==> src/rtl/eth_e2e_pkg.sv <==
// rtl/eth_e2e_pkg.sv - shared types and constants for the MAC CSR bridge
package eth_e2e_pkg;

    // Bridge FSM states
    typedef enum logic [1:0] {
        IDLE = 2'd0,
        RD   = 2'd1,
        WR   = 2'd2
    } state_t;

    // Read data returned when a read gives up on waitrequest
    localparam logic [31:0] TIMEOUT_RDATA = 32'hFFFF_FFFF;

    // Default bound on cycles a single transfer may stall
    localparam int DEFAULT_TIMEOUT_CYC = 1024;

    // CSR bus widths
    localparam int CSR_DW = 32;
    localparam int CSR_AW = 16;

endpackage

==> src/rtl/eth_csr_rd_mux.sv <==
// rtl/eth_csr_rd_mux.sv - selects one MAC port's readdata onto the bridge
module eth_csr_rd_mux
    import eth_e2e_pkg::*;
#(
    parameter int NUM_ETH = 4
) (
    input  logic [1:0]                data_sel,
    input  logic [NUM_ETH*CSR_DW-1:0] data_in,
    output logic [CSR_DW-1:0]         data_out
);

    // Pick the addressed port; out-of-range selects read as zero
    always_comb begin
        data_out = '0;
        for (int i = 0; i < NUM_ETH; i++) begin
            if (data_sel == 2'(i)) begin
                data_out = data_in[CSR_DW*i +: CSR_DW];
            end
        end
    end

endmodule

==> src/rtl/eth_mac_csr_bridge.sv <==
// rtl/eth_mac_csr_bridge.sv - single-request bridge to per-port MAC Avalon-MM CSRs
module eth_mac_csr_bridge
    import eth_e2e_pkg::*;
#(
    parameter int NUM_ETH     = 4,
    parameter int TIMEOUT_CYC = DEFAULT_TIMEOUT_CYC
) (
    input  logic                      clk,
    input  logic                      arst,
    input  logic                      req_read,
    input  logic                      req_write,
    input  logic [1:0]                req_port,
    input  logic [CSR_AW-1:0]         req_addr,
    input  logic [CSR_DW-1:0]         req_wdata,
    output logic                      busy,
    output logic                      done,
    output logic [CSR_DW-1:0]         rdata,
    output logic                      timeout,
    output logic                      err_drop,
    input  logic                      err_clr,
    output logic [NUM_ETH-1:0]        csr_read,
    output logic [NUM_ETH-1:0]        csr_write,
    output logic [CSR_AW-1:0]         csr_address,
    output logic [CSR_DW-1:0]         csr_writedata,
    input  logic [NUM_ETH*CSR_DW-1:0] csr_readdata,
    input  logic [NUM_ETH-1:0]        csr_waitrequest
);

    localparam int              CNT_W     = (TIMEOUT_CYC > 1) ? $clog2(TIMEOUT_CYC) : 1;
    localparam logic [CNT_W-1:0] CNT_LAST = CNT_W'(TIMEOUT_CYC - 1);
    localparam logic [2:0]      NUM_ETH_L = 3'(NUM_ETH);

    state_t              state;
    logic [1:0]          port_q;
    logic [CNT_W-1:0]    cnt;
    logic [NUM_ETH-1:0]  req_onehot;
    logic                wait_sel;
    logic [CSR_DW-1:0]   mux_rdata;
    logic                req_any;
    logic                req_ok;
    logic                accept;
    logic                drop_evt;
    logic                complete;
    logic                expire;

    eth_csr_rd_mux #(
        .NUM_ETH (NUM_ETH)
    ) u_rd_mux (
        .data_sel (port_q),
        .data_in  (csr_readdata),
        .data_out (mux_rdata)
    );

    // Decode the requested port into a strobe pattern
    always_comb begin
        req_onehot = '0;
        for (int i = 0; i < NUM_ETH; i++) begin
            req_onehot[i] = (req_port == 2'(i));
        end
    end

    // Waitrequest of the port owning the current transfer
    always_comb begin
        wait_sel = 1'b0;
        for (int i = 0; i < NUM_ETH; i++) begin
            if (port_q == 2'(i)) begin
                wait_sel = csr_waitrequest[i];
            end
        end
    end

    // A request is legal only if exactly one of read/write is set and the port exists
    assign req_any  = req_read | req_write;
    assign req_ok   = (req_read ^ req_write) && ({1'b0, req_port} < NUM_ETH_L);
    assign accept   = (state == IDLE) && req_ok;
    assign drop_evt = req_any && !accept;
    assign complete = (state != IDLE) && !wait_sel;
    assign expire   = (state != IDLE) && wait_sel && (cnt == CNT_LAST);
    assign busy     = (state != IDLE);

    // Transfer FSM: latch request, hold strobe until accepted or timed out
    always_ff @(posedge clk or posedge arst) begin
        if (arst) begin
            state         <= IDLE;
            port_q        <= '0;
            cnt           <= '0;
            csr_read      <= '0;
            csr_write     <= '0;
            csr_address   <= '0;
            csr_writedata <= '0;
            rdata         <= '0;
            done          <= 1'b0;
        end else begin
            done <= 1'b0;
            case (state)
                IDLE: begin
                    if (accept) begin
                        port_q        <= req_port;
                        csr_address   <= req_addr;
                        csr_writedata <= req_wdata;
                        csr_read      <= req_read  ? req_onehot : '0;
                        csr_write     <= req_write ? req_onehot : '0;
                        cnt           <= '0;
                        state         <= req_read ? RD : WR;
                    end
                end
                RD, WR: begin
                    if (complete || expire) begin
                        csr_read  <= '0;
                        csr_write <= '0;
                        done      <= 1'b1;
                        state     <= IDLE;
                        if (state == RD) begin
                            rdata <= complete ? mux_rdata : TIMEOUT_RDATA;
                        end
                    end else begin
                        cnt <= cnt + 1'b1;
                    end
                end
                default: begin
                    state     <= IDLE;
                    csr_read  <= '0;
                    csr_write <= '0;
                end
            endcase
        end
    end

    // Sticky error flags; a new error event wins over a simultaneous clear
    always_ff @(posedge clk or posedge arst) begin
        if (arst) begin
            timeout  <= 1'b0;
            err_drop <= 1'b0;
        end else begin
            if (expire) begin
                timeout <= 1'b1;
            end else if (err_clr) begin
                timeout <= 1'b0;
            end
            if (drop_evt) begin
                err_drop <= 1'b1;
            end else if (err_clr) begin
                err_drop <= 1'b0;
            end
        end
    end

endmodule

==> config.mk <==
export PLATFORM = sky130hd
export DESIGN_NAME = eth_mac_csr_bridge
export DESIGN_NICKNAME = d
export VERILOG_FILES = /design/src/rtl/eth_e2e_pkg.sv /design/src/rtl/eth_csr_rd_mux.sv /design/src/rtl/eth_mac_csr_bridge.sv
export SDC_FILE = /design/constraint.sdc
export NUM_CORES = 1
export LEC_CHECK = 0
export ABC_AREA = 1
export CAP_MARGIN = 10
export CORE_MARGIN = 2
export CORE_UTILIZATION = 45
export CTS_BUF_LIST = sky130_fd_sc_hd__clkbuf_4
export CTS_CLUSTER_SIZE = 40
export DETAILED_ROUTE_END_ITERATION = 6
export GPL_ROUTABILITY_DRIVEN = 0
export PLACE_DENSITY = 0.92
export SLEW_MARGIN = 20
export SYNTH_ARGS = -nofsm -noshare
export SYNTH_HDL_FRONTEND = slang
export SYNTH_SLANG_ARGS = --single-unit
==> constraint.sdc <==
create_clock -name clk -period 9.6 [get_ports clk]
set_input_delay 1.44 -clock clk [delete_from_list [all_inputs] [get_ports clk]]
set_output_delay 1.44 -clock clk [all_outputs]
set_load 0.01 [all_outputs]
==> results of run 1 <==
## layer usage
metal | vias to the layer above | GRT usage | routed length, µm | part of all wire
met4 | 0 | 0.0943 | 512 | 0.028
met3 | 38 | 0.0919 | 1880 | 0.10
met5 | - | 0 | 0 | 0
li1 | 2884 | - | - | -
met1 | 2702 | 0.309 | 7050 | 0.39
met2 | 270 | 0.474 | 8840 | 0.48
## metrics by stage
step           hold slack, ps  utilization  total power [mW]  instances  cell area [µm²]
6_report                  501        0.708              2.41       1150             8430
3_5_place_dp              464        0.692              2.14       1134             8250
5_1_grt                   526        0.708              2.58       1150             8430
2_1_floorplan             442            -              1.50        747             5450
3_3_place_gp              458        0.692              2.11       1134             8250
4_1_cts                   505        0.708              2.42       1150             8430
## power by group
part	total, mW	switching, mW	internal [mW]
Combinational	1.37	0.783	0.584
Clock	0.272	0.160	0.111
Sequential	0.770	0.146	0.624
## cells in the mapped netlist
cell type and count:
nand2_1 386, dfrtp_1 105, nand3_1 57, nand4_1 33
o21ai_0 27, clkbuf_1 24, inv_1 21, a21oi_1 20
nor2_1 15, buf_2 11, nand2_2 6, nor3_1 6
o21ai_1 5, buf_4 4, ha_1 4, buf_6 3
inv_2 3, buf_1 2, nand3_2 2, nor2_4 2
nor3b_1 2, or2_2 2, inv_4 1, nand2_4 1
nand3_4 1, nand3b_1 1, o22ai_1 1, xnor2_1 1
xor2_1 1
## worst register-to-register path, stage by stage (launching register included)
cell and delay, ps:
dfrtp_1 950, nand2_2 430, inv_4 330, nand2_2 100, nand2_1 90, nand2_2 90, nand2_4 330, nand3_4 450
nand2_1 180, nand2_1 80
## logic make-up after synthesis
logic type	synth area share
AO/OA/AOI/OAI	0.0489
XOR/XNOR	0.00322
adder cells (fa/ha/maj)	0.00919
buffers and inverters	0.0574
flip-flops	0.483
AND/OR/NAND/NOR	0.399
## worst max path at each step
stage                     endpoint
final                         busy
after global routing          busy
after detailed placement    cnt[7]
after global placement      cnt[1]
after CTS                   cnt[7]
after floorplan             cnt[0]
## registers in the layout, summed over array words and instances, names as in the netlist
| name | cells |
|---|---|
| csr_writedata | 32 |
| rdata | 32 |
| csr_address | 16 |
| cnt | 10 |
| csr_read | 4 |
| csr_write | 4 |
| port_q | 2 |
| state | 2 |
| done | 1 |
| err_drop | 1 |
| timeout | 1 |
## cells in the final DEF, fill, tap and decap left out, drive strengths merged, types with 9 or more instances in the layout
master,instances
nand2,393
clkdlybuf4s50,278
dfrtp,105
nand3,60
nand4,33
o21ai,32
inv,28
a21oi,20
nor2,17
clkbuf,9
## final cells by class
class | count | area [µm²] | share of cell area
multi-input combinational | 573 | 2510 | 0.298
inverter | 25 | 98.8 | 0.0117
sequential | 105 | 2630 | 0.312
timing repair buffer | 284 | 2830 | 0.336
tap | 147 | 184 | 0.0218
clock inverter | 7 | 113 | 0.0134
clock buffer | 9 | 67.6 | 0.00802
==> results.py, run 1 <==
metrics = {
    "timing": {
        "slew_headroom": 0.345,
        "finalClockSkew_ps": 29.4,
        "setup_tns_ps": 0,
        "hold_viol": 0,
        "worstMarginPinSlew_ps": 982,
        "fin_crit_ps": 3400,
        "rsz0062_at_grt": "false",
        "fin_ws_ps": 6200,
        "period_share": 0.354,
        "max_freq_mhz": 294,
        "setup_viol": 0,
        "drv_slew": 0,
    },
    "route": {
        "avgViaCountPerCell": 5.13,
        "routedWlPerCell_um": 15.9,
        "drt_iter0_drc": 365,
        "num_vias": 5894,
        "route.detailed.drc": 0,
        "ant_nets": 0,
        "first_pass_iters": 5,
        "drt-total-wl_um": 18300,
    },
    "critical_path": {
        "r2r-start": "port_q[1]",
        "crit_required_ps": 8160,
        "path_common_cell": "inv_1",
        "crit_path_top_delay_cell": "clkdlybuf4s50_1",
        "reg2reg_slack_ps": 6430,
        "crit_buf_inv": 3,
        "reg2reg_to": "rdata[23]",
        "arrival_ps": 1960,
        "startpoint_type": "flop",
        "rr_worst_depth": 9,
        "critPathLaunch": "state[1]",
        "crit_family": "buffers and inverters",
        "worst-path-max-fanout": 5,
        "worstPathCellList": "inv_1 -> ha_1 -> inv_1 -> clkdlybuf4s50_1",
        "path_class": "reg -> out",
        "max_stage_delay_ps": 560,
        "cp.depth": 4,
        "critPathCaptureType": "primary output",
    },
    "global_route": {
        "grt_overflow": 0,
        "grt_max_degree": 81,
        "antenna_found_initial": 0,
        "grt_use_total": 0.271,
        "grt_first_pass_wirelength_um": 27800,
        "grt_pass1_vias": 5680,
    },
    "floorplanning": {
        "rows": 40,
        "dieArea_mm2": 0.0130,
        "die_w_um": 114,
        "initial_utilization": 0.457,
        "core_mm2": 0.0119,
        "die_h_um": 114,
        "io_pins": 279,
    },
    "yosys": {
        "ys_warn_count": 0,
        "ys_types": 29,
        "synth_area_leaders": "dfrtp_1 48%, nand2_1 27%, nand3_1 5.2%",
        "synth.ff_latch_count": 105,
        "syn_nets": 938,
        "synth_area_mm2": 0.00545,
        "syn_area_per_cell_um2": 7.29,
        "synth_top_area_cell": "dfrtp_1",
        "yosysSeqAreaShare": 0.483,
        "synth_cells": 747,
        "synth_top_area_share": 0.483,
    },
    "clock_tree": {
        "cts_tree": "built",
        "htreeDepth": 3,
        "clkLatencyLatePin_ps": 460,
        "cts.sinks": 105,
        "hold_buffers": 0,
        "clkTransAtPathRegs_ps": 180,
        "cts_setup_buffers": 0,
        "cts.path.max_buffers": 2,
        "cts_buffers": 9,
        "post_cts_resized": 0,
        "cts-root-buf": "clkbuf_4",
    },
    "placement": {
        "dp_slack_ps": 5570,
        "port_buffers": 278,
        "dp_hpwl_um": 13600,
    },
    "run": {
        "maxCapViolCount": 0,
    },
    "power": {
        "leakagePower_nw": 3.97,
        "peakVddDrop_uv": 169,
        "p_per_area_mw_per_mm2": 286,
    },
    "min_path": {
        "min_to": "rdata[0]",
        "hold_path.class": "reg -> reg",
        "holdPathStages": 2,
        "min_from": "rdata[0]",
    },
    "status": {
        "status": "finished clean",
    },
    "cells_and_area": {
        "num_antenna_cells": 0,
        "n_fill_cell": 923,
        "layout-area-overhead-vs-synth_pct": 54.8,
        "drive_gt1_frac": 0.0429,
        "layout.nets": 1189,
    },
}
Note: power is estimated with default switching activity, not from simulation.
==> run 2: changes to the inputs <==
Settings changed: CORE_UTILIZATION 45 to 41, PLACE_DENSITY 0.92 to 0.85.
Clock period 9.6 ns to 3.15 ns, I/O delays scaled along.
==> run 2 against run 1 <==
Against the previous run:
- utilization down 6.2 points
- non-clock buffer count up 4
- routed wire length is 0.67% higher
- first-iteration DRC count shrank 1.9%
- flip-flop and latch count unchanged
- combinational power rose to 3.1 times the previous value
- sequential power rose to 2.9 times the previous value
- critical path type unchanged
==> results.py, run 2 (synthesis gave the netlist of run 1 again) <==
metrics = {
    "global_route": {
        "grt_pass1_vias": 5668,
        "grt_first_pass_wirelength_um": 29000,
        "grt_overflow": 0,
        "antenna_found_initial": 2,
        "grt_max_degree": 90,
        "grt_use_total": 0.257,
    },
    "route": {
        "first_pass_iters": 5,
        "drt-total-wl_um": 18400,
        "route.detailed.drc": 0,
        "routedWlPerCell_um": 15.5,
        "num_vias": 5881,
        "ant_nets": 0,
        "drt_iter0_drc": 358,
        "avgViaCountPerCell": 4.97,
    },
    "critical_path": {
        "rr_worst_depth": 10,
        "crit_required_ps": 2680,
        "critPathCaptureType": "primary output",
        "arrival_ps": 1950,
        "path_class": "reg -> out",
        "startpoint_type": "flop",
        "r2r-start": "port_q[0]",
        "reg2reg_to": "rdata[19]",
        "reg2reg_slack_ps": 1050,
        "worst-path-max-fanout": 5,
    },
    "floorplanning": {
        "initial_utilization": 0.416,
        "dieArea_mm2": 0.0142,
        "die_h_um": 119,
        "core_mm2": 0.0131,
        "io_pins": 279,
        "die_w_um": 119,
        "rows": 42,
    },
    "placement": {
        "dp_slack_ps": 620,
        "dp_hpwl_um": 13500,
        "port_buffers": 278,
    },
    "timing": {
        "drv_slew": 0,
        "hold_viol": 0,
        "slew_headroom": 0.454,
        "worstMarginPinSlew_ps": 819,
        "rsz0062_at_grt": "false",
        "whs_ps": 325,
        "fin_ws_ps": 723,
        "period_share": 0.771,
        "finalClockSkew_ps": 14.2,
        "setup_tns_ps": 0,
        "max_freq_mhz": 412,
        "fin_crit_ps": 2430,
        "setup_viol": 0,
    },
    "clock_tree": {
        "htreeDepth": 3,
        "cts.sinks": 105,
        "cts-root-buf": "clkbuf_4",
        "cts_buffers": 9,
        "cts_tree": "built",
        "hold_buffers": 0,
        "clkTransAtPathRegs_ps": 170,
        "cts_setup_buffers": 0,
        "post_cts_resized": 0,
        "clkLatencyLatePin_ps": 460,
        "cts.path.max_buffers": 2,
    },
    "cells_and_area": {
        "layout.nets": 1193,
        "layout-area-overhead-vs-synth_pct": 55.2,
        "final_util": 0.646,
        "final_cell_mix": "385 x nand2_1, 278 x clkdlybuf4s50_1, 105 x dfrtp_1, 57 x nand3_1, 33 x nand4_1",
        "reg_top3": "csr_writedata x32, rdata x32, csr_address x16",
        "drive_gt1_frac": 0.0457,
        "layout_commonest_cell": "nand2_1",
    },
    "power": {
        "p_per_area_mw_per_mm2": 850,
        "leakagePower_nw": 3.97,
        "peakVddDrop_uv": 627,
    },
    "run": {
        "maxCapViolCount": 0,
    },
    "status": {
        "status": "finished clean",
    },
    "min_path": {
        "hold_path.class": "in -> async",
    },
}
==> run 2: cell count changes in the layout (fill, tap and decap cells not counted), sizes merged <==
cell / previous run / this run
buf: 6 / 10
bufinv: 2 / 0
clkinv: 1 / 3
diode: 0 / 2
inv: 28 / 27
==> run 2: final cells by class <==
class                           count  area, µm²
Tap cell                          176        220
Clock buffer                        9       67.6
Sequential cell                   105       2630
Inverter                           25        100
Multi-Input combinational cell    573       2510
Clock inverter                      6       51.3
Fill cell                        1124       4630
Timing Repair Buffer              288       2870
Antenna cell                        2       5.00
==> run 2: how the worst max path moves through the flow <==
| stage | startpoint | end | slack [ps] | cells past startpoint |
|---|---|---|---|---|
| detailed placement | req_write | err_drop | 620 | 6 |
| finish | state[0] | busy | 720 | 4 |
| global route | state[0] | busy | 640 | 4 |
| global placement | req_read | state[1] | 710 | 7 |
| floorplan | arst | cnt[0] | 1420 | 1 |
| CTS | state[0] | busy | 710 | 4 |
==> run 2: metrics by stage <==
step,instances,area (µm²),power (mW)
final,1184,8450,7.19
after floorplan,747,5450,4.57
after CTS,1182,8450,7.25
after global routing,1184,8450,7.76
after detailed placement,1167,8330,6.58
after global placement,1167,8330,6.51
==> run 2: per-layer routing <==
layer	vias up	wire length, µm	GRT usage
met4	0	429	0.0930
met5	-	0	0
li1	2896	-	-
met2	247	8810	0.434
met3	25	1890	0.0824
met1	2713	7270	0.308
==> run 2: worst max-delay path, cell delays in order, from the launching register on <==
cell and delay, ps:
dfrtp_1 420, inv_1 60, ha_1 270, inv_1 180, clkdlybuf4s50_1 570
==> run 2: power by group <==
part / switching, mW / internal [mW] / total [mW]
sequential: 0.345 / 1.90 / 2.25
combinational: 2.47 / 1.82 / 4.29
clock: 0.473 / 0.172 / 0.645
total: 3.29 / 3.90 / 7.19
